===== config.mk =====
export PLATFORM = sky130hd
export DESIGN_NAME = seq_gen_1010
export DESIGN_NICKNAME = d
export VERILOG_FILES = /design/src/rtl/seq_gen_1010.sv
export SDC_FILE = /design/constraint.sdc
export NUM_CORES = 1
export LEC_CHECK = 0
export BUFFER_PORTS_ARGS = -buffer_cell sky130_fd_sc_hd__buf_2
export CORE_MARGIN = 2
export CORE_UTILIZATION = 50
export CTS_CLUSTER_DIAMETER = 100
export DETAILED_ROUTE_END_ITERATION = 10
export GPL_TIMING_DRIVEN = 0
export PLACE_DENSITY = 0.77
export SLEW_MARGIN = 25
export SYNTH_ARGS = -nofsm -noshare
export SYNTH_HDL_FRONTEND = slang
export SYNTH_SLANG_ARGS = --single-unit

===== constraint.sdc =====
create_clock -name clk -period 2 [get_ports clk]
set_input_delay 0.4 -clock clk [delete_from_list [all_inputs] [get_ports clk]]
set_output_delay 0.4 -clock clk [all_outputs]
set_load 0.02 [all_outputs]

===== src/rtl/seq_gen_1010.sv =====
// rtl/seq_gen_1010.sv - serial pattern transmitter with valid/ready bit stream (optional SEQ_GEN_ERR_INJ_EN)
module seq_gen_1010 #(
    parameter int               PAT_W   = 4,
    parameter logic [PAT_W-1:0] PATTERN = 4'b1010,
    parameter int               REPS_W  = 4,
    parameter int               GAP     = 2
) (
    input  logic              clk,
    input  logic              reset,
    input  logic              start,
    input  logic [REPS_W-1:0] reps,
    input  logic              bit_ready,
`ifdef SEQ_GEN_ERR_INJ_EN
    input  logic              err_inj,
`endif
    output logic              bit_out,
    output logic              bit_valid,
    output logic              busy,
    output logic              done
);

    localparam int IDX_W = $clog2(PAT_W);
    localparam int GAP_W = (GAP > 1) ? $clog2(GAP) : 1;
    localparam logic [IDX_W-1:0] IDX_MAX  = IDX_W'(PAT_W - 1);
    localparam logic [GAP_W-1:0] GAP_LOAD = (GAP > 0) ? GAP_W'(GAP - 1) : '0;

    typedef enum logic [1:0] {
        S_IDLE = 2'd0,
        S_SEND = 2'd1,
        S_GAP  = 2'd2,
        S_FIN  = 2'd3
    } state_t;

    state_t            state, state_n;
    logic [IDX_W-1:0]  idx, idx_n;
    logic [REPS_W-1:0] reps_left, reps_left_n;
    logic [GAP_W-1:0]  gap_cnt, gap_cnt_n;
    logic              bit_out_n, bit_valid_n, busy_n, done_n;
    logic              err_pend;
    logic              err_flag_n;

`ifdef SEQ_GEN_ERR_INJ_EN
    logic err_flag;
    // An injection request is only honoured while a burst is running.
    assign err_pend = err_flag | (err_inj & busy);
`else
    assign err_pend = 1'b0;
`endif

    // Next-state, counters and next registered outputs.
    always_comb begin
        state_n     = state;
        idx_n       = idx;
        reps_left_n = reps_left;
        gap_cnt_n   = gap_cnt;
        err_flag_n  = err_pend;
        bit_out_n   = 1'b0;
        bit_valid_n = 1'b0;
        busy_n      = 1'b0;
        done_n      = 1'b0;

        case (state)
            S_IDLE: begin
                if (start && (reps != '0)) begin
                    state_n     = S_SEND;
                    reps_left_n = reps;
                    idx_n       = IDX_MAX;
                end
            end
            S_SEND: begin
                if (bit_ready) begin
                    if (idx == '0) begin
                        if (reps_left > REPS_W'(1)) begin
                            reps_left_n = reps_left - REPS_W'(1);
                            if (GAP > 0) begin
                                state_n   = S_GAP;
                                gap_cnt_n = GAP_LOAD;
                            end else begin
                                idx_n = IDX_MAX;
                            end
                        end else begin
                            state_n     = S_FIN;
                            reps_left_n = '0;
                        end
                    end else begin
                        idx_n = idx - IDX_W'(1);
                    end
                end
            end
            S_GAP: begin
                if (gap_cnt == '0) begin
                    state_n = S_SEND;
                    idx_n   = IDX_MAX;
                end else begin
                    gap_cnt_n = gap_cnt - GAP_W'(1);
                end
            end
            S_FIN: begin
                state_n = S_IDLE;
            end
            default: begin
                state_n = S_IDLE;
            end
        endcase

        case (state_n)
            S_SEND: begin
                bit_valid_n = 1'b1;
                busy_n      = 1'b1;
                if ((state == S_SEND) && !bit_ready) begin
                    // Stalled: the presented bit (possibly inverted) must not change.
                    bit_out_n = bit_out;
                end else if ((idx_n == '0) && err_pend) begin
                    bit_out_n  = ~PATTERN[0];
                    err_flag_n = 1'b0;
                end else begin
                    bit_out_n = PATTERN[idx_n];
                end
            end
            S_GAP: begin
                busy_n = 1'b1;
            end
            S_FIN: begin
                done_n = 1'b1;
            end
            default: begin
                busy_n = 1'b0;
            end
        endcase
    end

    // State, counters and registered outputs; reset aborts any burst at once.
    always_ff @(posedge clk or negedge reset) begin
        if (!reset) begin
            state     <= S_IDLE;
            idx       <= '0;
            reps_left <= '0;
            gap_cnt   <= '0;
            bit_out   <= 1'b0;
            bit_valid <= 1'b0;
            busy      <= 1'b0;
            done      <= 1'b0;
`ifdef SEQ_GEN_ERR_INJ_EN
            err_flag  <= 1'b0;
`endif
        end else begin
            state     <= state_n;
            idx       <= idx_n;
            reps_left <= reps_left_n;
            gap_cnt   <= gap_cnt_n;
            bit_out   <= bit_out_n;
            bit_valid <= bit_valid_n;
            busy      <= busy_n;
            done      <= done_n;
`ifdef SEQ_GEN_ERR_INJ_EN
            err_flag  <= err_flag_n;
`endif
        end
    end

endmodule


==> summary.txt, run 1 <==
Outcome
  • Status: finished clean

Yosys
  • Post-Synthesis Cells: 79
  • Yosys cell types: 29
  • Post-synthesis async set-or-reset flop share: 100%
  • Yosys reg bits: 13
  • Main flop type after synthesis: dfrtp_1
  • Sequential area share after synthesis: 43.7%
  • Post-Syn Area per Cell: 9.42 µm²
  • Synth Cell Area: 744 µm²
  • Post-synth EDFFs: 0
  • Syn_nets: 92
  • Yosys warns: 0

Detailed routing
  • WL final: 1520 µm
  • DR iter-0 viols: 21
  • TritonRoute pass-1 iters: 4
  • Wire length per cell: 13.7 µm
  • DR DRC count: 0
  • Vias per cell: 5.73
  • Vias: 636
  • Final antenna-violating net count: 0

Clock tree
  • Clk slew on worst S/H paths: 80 ps
  • Clock Root Buffer: clkbuf_4
  • Skew-Pair Late Insertion Delay: 280 ps
  • CTS tree: done
  • Inserted Clock Buffers: 3
  • CTS Buffer Depth: 2
  • # H-tree levels: 1
  • CTS sink cnt: 13

STA
  • Worst-Margin Slew: 433 ps
  • Setup_tns: 0 ps
  • Crit path time final: 1810 ps
  • Fin Clk Skew: 0.516 ps
  • Count of pins over their slew limit: 0
  • Slew headroom: 71.1%
  • Final setup vio count: 0
  • Final Hold Vio Count: 0
  • Final worst slack: 192 ps
  • RSZ-0062 raised after global routing: false
  • Highest clock rate: 553 MHz
  • Final worst path period share: 90.4%

Critical path
  • Most used cell, CP: ha_1
  • Arrival time worst endpoint: 1970 ps
  • Critical Path Fanout Max: 4
  • Worst Setup Start Kind: flop
  • CP required: 2160 ps
  • CP Cell Sequence: inv_1, ha_1, or2_1, a21oi_1, o31ai_2, ha_1, o31ai_1, a31oi_1
  • Setup crit end kind: flop
  • Worst path slowest cell: dfrtp_1
  • Worst path max stage delay: 400 ps
  • WS Path Type: flop to flop

Floorplan
  • Starting Density: 55.1%
  • Die W: 42.6 µm
  • Ports: 12
  • DIE AREA: 1810 µm²
  • CORE AREA: 1350 µm²
  • Row count: 13
  • Die Y: 42.6 µm

Power
  • Combinational power share: 54.7%
  • Flop pwr share: 34.3%
  • PD cells: 1700 nW/µm²
  • Leakage power: 0.409 nW
  • Clock power share: 11.0%
  • Sw Share: 45.2%
  • Worst vdd ir: 0.943 mV
  • Cell-internal power: 0.808 mW
  • P_sw: 0.667 mW

Final layout
  • Layout cells sized above 1: 20.8%
  • Final #Nets: 110
  • Area occupied by multi-input gates: 398 µm²
  • Fillers: 112
  • Seq. cell area: 325 µm²
  • Layout area overhead: 16.6%
  • N_diodes: 0

GRT
  • Largest net degree at the start of global routing: 14
  • First-pass GRT wire length: 2500 µm
  • Initial antenna violation count: 0
  • Vias in the first global route: 583
  • All-Layer GR Usage: 18.6%
  • Total grt overflow: 0

Placed design
  • RD Place Congestion: 0.795
  • Hpwl dp: 1120 µm
  • PortBufs: 11
  • Place WS: 48.1 ps

Hold path
  • Hold WC Path Type: input port to flop

Run
  • Max_cap viols: 0
cells by family (layout without fill, tap and decap cells):
| logic type | count (synthesis) | count (layout) | share of synthesized area, % |
|---|---|---|---|
| fa+ha+maj | 5 | 5 | 8.40 |
| flops | 13 | 13 | 43.7 |
| simple gates | 32 | 32 | 22.0 |
| mux | 2 | 2 | 2.69 |
| compound gates | 20 | 20 | 19.7 |
| buf+inv | 7 | 24 | 3.53 |
stage by stage:
stage | power, mW | area [µm²] | hold WS (ps) | utilization, % | cells
6_report | 1.48 | 868 | 386 | 64.3 | 111
5_1_grt | 1.62 | 868 | 402 | 64.3 | 111
4_1_cts | 1.44 | 856 | 390 | 63.4 | 110
3_5_place_dp | 1.27 | 818 | 296 | 60.6 | 105
3_3_place_gp | 1.25 | 818 | 292 | 60.6 | 105
2_1_floorplan | 1.08 | 744 | 104 | - | 79
state kept, by name, summed over array words and instances, names as in the netlist, named ones only:
name and cells:
bit_valid 1, done 1, busy 1, bit_out 1, state 2, idx 1, gap_cnt 1, reps_left 4
path summary, 6_finish.rpt:
check                                   from           end  slack (ps)  cells past startpoint
max in group asynchronous              reset       gap_cnt        1270                      2
worst max-delay path            reps_left[0]       bit_out         190                      8
worst min register to register        idx[0]        idx[0]         580                      2
min in group asynchronous              reset        idx[0]         520                      2
worst max register to register  reps_left[0]       bit_out         190                      8
worst min-delay path                 reps[3]  reps_left[3]         390                      3
critical path, delay by kind of cell (launching register included):
kind / cells / cell delay [ps]
adders and majority gates: 2 / 450
DFF: 1 / 400
buffers and inverters: 1 / 70
AOI/OAI and AO/OA: 4 / 480
and+or+nand+nor: 1 / 270
cells in the mapped netlist (2+ instances only):
master	count	area share, %
a22oi_1	2	2.0
nor2b_1	4	3.4
nand2_1	8	4.0
nor2_1	9	4.5
dfrtp_1	13	44
nor3_1	3	2.0
mux2i_1	2	2.7
clkbuf_1	2	1.0
a211oi_1	2	2.0
inv_1	4	2.0
ha_1	5	8.4
a21oi_1	4	2.7
o31ai_1	5	5.0
layer usage:
metal | wire length [µm] | vias to the layer above | track usage (%)
met3 | 96 | 2 | 7.76
met2 | 727 | 16 | 28.3
met5 | 0 | - | 0
li1 | - | 314 | -
met1 | 689 | 304 | 23.9
met4 | 8 | 0 | 5.63
repair_timing:
item | in CTS | in global routing
hold buffers | 1 | 0
endpoints found under the hold margin | 13 | 0
buffers inserted | 0 | 1
endpoints found under the setup margin | 0 | 2
resized for setup | 0 | 1
layout by cell type (no fill, tap or decap), types with 2 or more instances in the layout:
master and instances:
inv_1 4, dfrtp_1 13, buf_2 11, mux2i_1 2, nand2_1 8, nor2b_1 4
o31ai_1 4, clkbuf_1 2, nor3_1 3, a21oi_1 4, ha_1 5, clkbuf_4 3
nor2_1 9, a22oi_1 2, a211oi_1 2
layout make-up:
cell class	count	share of cell area (%)
Clock buffer	3	2.59
Timing Repair Buffer	13	8.36
Multi-Input combinational cell	59	45.8
Tap cell	15	2.16
Clock inverter	1	0.576
Sequential cell	13	37.5
Buffer	3	1.30
Inverter	4	1.73
power by group through the flow:
stage	logic [mW]	clock network [mW]	registers (mW)
finish	0.807	0.163	0.506
global route	0.912	0.179	0.526
CTS	0.773	0.164	0.502
detailed placement	0.766	0	0.506
global placement	0.743	0	0.504
floorplan	0.549	0	0.531
No activity file was read; power rests on OpenSTA's default activity.
==> inputs of run 2 (changes only) <==
--- a/config.mk
+++ b/config.mk
@@ -7,11 +7,11 @@
 export LEC_CHECK = 0
 export BUFFER_PORTS_ARGS = -buffer_cell sky130_fd_sc_hd__buf_2
 export CORE_MARGIN = 2
-export CORE_UTILIZATION = 50
+export CORE_UTILIZATION = 55
 export CTS_CLUSTER_DIAMETER = 100
 export DETAILED_ROUTE_END_ITERATION = 10
 export GPL_TIMING_DRIVEN = 0
-export PLACE_DENSITY = 0.77
+export PLACE_DENSITY = 0.83
 export SLEW_MARGIN = 25
 export SYNTH_ARGS = -nofsm -noshare
 export SYNTH_HDL_FRONTEND = slang
==> constraint.sdc (replaced) <==
create_clock -name clk -period 2.19 [get_ports clk]
set_input_delay 0.438 -clock clk [delete_from_list [all_inputs] [get_ports clk]]
set_output_delay 0.438 -clock clk [all_outputs]
set_load 0.02 [all_outputs]
==> run 2 against run 1 <==
  * Global-route usage is 6.2 points higher
  * Register-to-register slack hardly changed
  * Final area is 2.7% lower
  * Maximum frequency is 9.2% lower
  * Critical path depth stayed put
  * Non-clock buffer count is 2 lower
  * Total power is 9.7% lower
  * Die area is 8.3% lower
  * Largest cell class unchanged
  * Clock power is 9% lower
  * Hold slack worse by 350 ps
  * Cell count is 1.8% lower
  * Combinational power is 11% lower
==> summary.txt, run 2 (synthesis gave the netlist of run 1 again) <==
Critical path
  • Bufs and invs on worst path: 1 (unchanged)
  • CP required: 2390 ps (+230 ps)
  • Arrival time worst endpoint: 2190 ps (+220 ps)
  • Worst path max stage delay: 470 ps (+70 ps)
  • CP top delay family: compound AO/OA/AOI/OAI gates
  • Worst path slowest cell: o31ai_1
  • Critical Path Fanout Max: 4 (unchanged)
  • Worst Setup Start Kind: flop
  • CP Cell Sequence: inv_1, ha_1, or2_1, a21oi_1, o31ai_1, ha_1, o31ai_1, a31oi_1
  • WS Path Type: flop to flop
  • Setup crit end kind: flop

Final layout
  • Max reg flops: 4 (unchanged)
  • Top reg by flops: reps_left
  • Largest regs: reps_left (4), state (2)
  • Most common cell after layout, fill and taps aside: dfrtp_1
  • N_diodes: 0 (unchanged)
  • Final #Nets: 108 (-1.8%)
  • Final core occ: 65.7% (+1.4 points)
  • Most frequent cells in the layout: 13 x dfrtp_1, 11 x buf_2, 9 x nor2_1
  • Layout cells sized above 1: 18.1% (-2.7 points)
  • Layout area overhead: 13.4%
  • Fin area: 845 µm² (-2.7%)

Placed design
  • PortBufs: 11 (unchanged)
  • RD Place Congestion: 0.827 (+4.0%)
  • Cell area after placement: 818 µm² (unchanged)
  • Place WS: 239 ps (+191 ps)
  • Hpwl dp: 1270 µm (+13%)

STA
  • Final Hold Vio Count: 0 (unchanged)
  • Count of pins over their slew limit: 0 (unchanged)
  • Final setup vio count: 0 (unchanged)
  • Final worst slack: 199 ps (+6.37 ps)
  • Crit path time final: 1990 ps (+184 ps)
  • Worst-Margin Slew: 542 ps (+109 ps)
  • Fin Clk Skew: 2.72 ps (+2.20 ps)
  • Slew headroom: 63.6% (-7.6 points)
  • RSZ-0062 raised after global routing: false
  • Final worst path period share: 90.9% (+0.54 points)
  • Setup_tns: 0 ps (unchanged)
  • Highest clock rate: 502 MHz (-9.2%)

Clock tree
  • Post_cts resized: 0 (unchanged)
  • Clock Root Buffer: clkbuf_4
  • Clk slew on worst S/H paths: 80 ps (about the same)
  • Inserted Clock Buffers: 3 (unchanged)
  • CTS Buffer Depth: 2 (unchanged)
  • Postcts setup bufs: 0 (unchanged)
  • Skew-Pair Late Insertion Delay: 270 ps (about the same)
  • CTS sink cnt: 13 (unchanged)
  • # H-tree levels: 1 (unchanged)
  • Post-cts hold buffer count: 0 (-1)
  • CTS tree: done

Detailed routing
  • Vias: 631 (-0.79%)
  • TritonRoute pass-1 iters: 4 (unchanged)
  • WL final: 1620 µm (+6.3%)
  • Final antenna-violating net count: 0 (unchanged)
  • DR DRC count: 0 (unchanged)
  • DR iter-0 viols: 11 (-48%)
  • Vias per cell: 5.79 (+1.0%)
  • Wire length per cell: 14.8 µm (+8.3%)

GRT
  • All-Layer GR Usage: 24.8% (+6.2 points)
  • Total grt overflow: 0 (unchanged)
  • First-pass GRT wire length: 2630 µm (+5.0%)
  • Initial antenna violation count: 0 (unchanged)
  • Largest net degree at the start of global routing: 14 (unchanged)
  • Vias in the first global route: 616 (+5.7%)

Power
  • Flop pwr share: 34.9% (+0.6 points)
  • PD cells: 1580 nW/µm² (-7.1%)
  • Combinational power share: 54.0% (-0.7 points)
  • Sw Share: 45.9% (+0.74 points)
  • P_sw: 0.612 mW (-8.2%)
  • Cell-internal power: 0.720 mW (-11%)
  • Clock power share: 11.1% (about the same)
  • Leakage power: 0.396 nW (-3.3%)
  • Worst vdd ir: 0.895 mV (-5.0%)

Floorplan
  • Row count: 13 (unchanged)
  • Starting Density: 57.9% (+2.8 points)
  • Die Y: 40.8 µm (-4.2%)
  • Die W: 40.8 µm (-4.2%)
  • DIE AREA: 1660 µm² (-8.3%)
  • Ports: 12 (unchanged)
  • CORE AREA: 1280 µm² (-4.8%)

Run
  • Max_cap viols: 0 (unchanged)

Outcome
  • Status: finished clean

Hold path
  • Hold WC Path Type: input port to async pin
==> run 2: path summary, 6_finish.rpt <==
| check | depth (start not counted) | start | to | slack (ps) |
|---|---|---|---|---|
| max | 8 | reps_left[0] | bit_out | 200 |
| min | 1 | reset | reps_left[3] | 30 |
| max reg2reg | 8 | reps_left[0] | bit_out | 200 |
| min reg2reg | 2 | idx[0] | idx[0] | 560 |
| max in group asynchronous | 1 | reset | gap_cnt | 1930 |
| min in group clk | 3 | reps[3] | reps_left[3] | 460 |
==> run 2: per-stage QoR <==
step | instances | hold WS [ps] | total power [mW]
6_report | 109 | 34.0 | 1.33
5_1_grt | 109 | 55.0 | 1.45
4_1_cts | 109 | 37.2 | 1.33
3_5_place_dp | 105 | 339 | 1.18
3_3_place_gp | 105 | 339 | 1.13
2_1_floorplan | 79 | 142 | 0.986
==> run 2: layout make-up <==
type | instances | area [µm²]
plain buffers | 3 | 11.3
clock buffers | 4 | 26.3
fillers | 106 | 440
inverters | 4 | 15.0
multi-input cells | 59 | 393
flip-flops and latches | 13 | 325
well taps | 15 | 18.8
repair buffers | 11 | 55.1
==> run 2: per-layer routing <==
layer	GRT usage, %	up-vias	wire, µm
li1	-	315	-
met1	28.4	293	681
met2	44.1	19	840
met3	3.26	4	74
met4	12.5	0	21
met5	0	-	0
==> run 2: power groups by stage <==
stage | combinational, mW | sequential [mW] | clock [mW]
3_3_place_gp | 0.670 | 0.458 | 0
6_report | 0.719 | 0.466 | 0.148
5_1_grt | 0.811 | 0.481 | 0.162
2_1_floorplan | 0.501 | 0.485 | 0
4_1_cts | 0.718 | 0.463 | 0.152
3_5_place_dp | 0.715 | 0.469 | 0
==> inputs of run 3 (changes only) <==
--- a/config.mk
+++ b/config.mk
@@ -5,7 +5,7 @@
 export SDC_FILE = /design/constraint.sdc
 export NUM_CORES = 1
 export LEC_CHECK = 0
-export BUFFER_PORTS_ARGS = -buffer_cell sky130_fd_sc_hd__buf_2
+export BUFFER_PORTS_ARGS = -buffer_cell sky130_fd_sc_hd__buf_4
 export CORE_MARGIN = 2
 export CORE_UTILIZATION = 55
 export CTS_CLUSTER_DIAMETER = 100
==> run 3 against run 2 <==
  * Register-to-register slack lost 60 ps
  * Count of clock-buffer cells in the layout is the same
  * Die area is the same
  * Setup slack lost 61 ps
  * Non-clock buffer count grew 1
  * Routed wire length shrank 9.1%
  * Critical endpoint unchanged
  * Maximum frequency shrank 3.0%
  * Combinational power is essentially flat
  * Sequential power shrank 1%
  * Final area grew 4.4%
  * Sequential share of layout area shrank 1.6 points
==> summary.txt, run 3 (synthesis gave the netlist of run 1 again) <==
STA
  • Final worst path period share: 93.7% (+2.8 points)
  • Count of pins over their slew limit: 0 (unchanged)
  • Final setup vio count: 0 (unchanged)
  • Final worst slack: 138 ps (-61.0 ps)
  • Highest clock rate: 487 MHz (-3.0%)
  • RSZ-0062 raised after global routing: false
  • Crit path time final: 2050 ps (+61.0 ps)
  • Final Hold Vio Count: 0 (unchanged)
  • Slew headroom: 60.8% (-2.8 points)
  • Fin Clk Skew: 4.32 ps (+1.60 ps)
  • Worst hold slack: 452 ps (+418 ps)
  • Worst-Margin Slew: 583 ps (+41.3 ps)
  • Setup_tns: 0 ps (unchanged)

Critical path
  • Setup crit start: reps_left[0]
  • Worst Setup Start Kind: flop
  • CP Capture Point: bit_out
  • Worst R2R Path Depth: 8 (unchanged)
  • CP required: 2380 ps (about the same)
  • Setup crit end kind: flop
  • Reg2Reg Setup Slack: 140 ps (-60 ps)
  • Critical R2R Launch: reps_left[0]
  • WS Path Type: flop to flop
  • WP depth: 8 (unchanged)
  • Reg2reg end: bit_out
  • CP Cell Sequence: inv_1, ha_1, or2_1, a21oi_1, o31ai_1, ha_1, o31ai_1, a31oi_1
  • CP top delay family: compound AO/OA/AOI/OAI gates
  • Critical Path Fanout Max: 4 (unchanged)
  • Bufs and invs on worst path: 1 (unchanged)
  • Worst path max stage delay: 500 ps (+30 ps)
  • Arrival time worst endpoint: 2250 ps (+60 ps)
  • Worst path slowest cell: o31ai_1

Placed design
  • Place WS: 196 ps (-43.0 ps)
  • Cell area after placement: 846 µm² (+3.4%)
  • PortBufs: 11 (unchanged)
  • Post-placement cell count: 105 (unchanged)
  • Hpwl dp: 1130 µm (-11%)
  • RD Place Congestion: 0.790 (-4.4%)

GRT
  • Initial antenna violation count: 0 (unchanged)
  • First-pass GRT wire length: 2420 µm (-8.1%)
  • Met1 Use GR: 30.8% (+2.5 points)
  • M2 GR Usage: 32.8% (-11 points)
  • Vias in the first global route: 571 (-7.3%)
  • Total grt overflow: 0 (unchanged)
  • Global routing usage on met3: 3.26% (unchanged)
  • GRT Max-Usage Layer: met2
  • Largest net degree at the start of global routing: 14 (unchanged)
  • All-Layer GR Usage: 22.3% (-2.5 points)

Clock tree
  • Clk slew on worst S/H paths: 80 ps (about the same)
  • CTS tree: done
  • CTS Buffer Depth: 2 (unchanged)
  • Clock Root Buffer: clkbuf_4
  • # H-tree levels: 1 (unchanged)
  • CTS sink cnt: 13 (unchanged)
  • Skew-Pair Late Insertion Delay: 270 ps (about the same)
  • Inserted Clock Buffers: 3 (unchanged)
  • Postcts setup bufs: 0 (unchanged)
  • Post_cts resized: 0 (unchanged)
  • Post-cts hold buffer count: 1 (+1)

Hold path
  • Hold WC Path Type: input port to flop

Final layout
  • Area occupied by multi-input gates: 393 µm² (unchanged)
  • Layout area overhead: 18.5%
  • Layout cells sized above 1: 17.9% (-0.19 points)
  • Top reg by flops: reps_left
  • Most frequent cells in the layout: 13 x dfrtp_1, 11 x buf_4, 9 x nor2_1
  • Fillers: 98 (-7.5%)
  • Final #Nets: 109 (+0.93%)
  • Seq. cell area: 325 µm² (unchanged)
  • Largest regs: reps_left (4), state (2)
  • Final core occ: 68.6% (+2.9 points)
  • Most common cell after layout, fill and taps aside: dfrtp_1
  • Max reg flops: 4 (unchanged)
  • Layout Cells excl Fill: 110 (+0.92%)
  • N_diodes: 0 (unchanged)
  • Fin area: 882 µm² (+4.4%)

Detailed routing
  • TritonRoute pass-1 iters: 4 (unchanged)
  • Final antenna-violating net count: 0 (unchanged)
  • DR iter-0 viols: 11 (unchanged)
  • WL final: 1470 µm (-9.1%)
  • Vias per cell: 5.61 (-3.1%)
  • Vias: 617 (-2.2%)
  • DR DRC count: 0 (unchanged)
  • Wire length per cell: 13.4 µm (-10%)

Floorplan
  • DIE AREA: 1660 µm² (unchanged)
  • Ports: 12 (unchanged)
  • CORE AREA: 1280 µm² (unchanged)
  • Die W: 40.8 µm (unchanged)
  • Starting Density: 57.9% (unchanged)
  • Die Y: 40.8 µm (unchanged)
  • Row count: 13 (unchanged)

Power
  • PD cells: 1510 nW/µm² (-4.5%)
  • Final Total Pwr: 1.33 mW (-0.25%)
  • Worst vdd ir: 0.823 mV (-8.1%)
  • Leakage power: 0.409 nW (+3.2%)

Run
  • Max_cap viols: 0 (unchanged)

Outcome
  • Status: finished clean
[run 3: final cells by class]
class / instances / area share [%]
multi-input combinational: 59 / 44.5
sequential: 13 / 36.9
timing repair buffer: 12 / 10.5
clock buffer: 4 / 2.98
tap: 15 / 2.13
inverter: 4 / 1.70
buffer: 3 / 1.28
[run 3: power breakdown]
| part | switching [mW] | leakage, nW | internal, mW |
|---|---|---|---|
| logic | 0.413 | 0.238 | 0.308 |
| clock network | 0.0774 | 0.0150 | 0.0706 |
| registers | 0.0984 | 0.156 | 0.362 |
| total | 0.589 | 0.409 | 0.741 |
[run 3: worst min path at each step]
stage	cells past startpoint	slack (ps)	start	to
final	3	450	reps[3]	reps_left[3]
after floorplan	0	140	reset	async pin
after global placement	1	290	reset	done
after detailed placement	1	290	reset	bit_valid
after global routing	3	440	reps[3]	reps_left[3]
after CTS	3	450	reps[3]	reps_left[3]
[run 3: metal layers]
layer,routed length (µm),up-vias
met5,0,-
met4,34,0
met3,48,5
met2,636,12
met1,751,288
li1,-,312
[run 3: worst min-delay path: stages]
cell and delay [ps]:
buf_4 120, nand2_1 50, o211ai_1 70
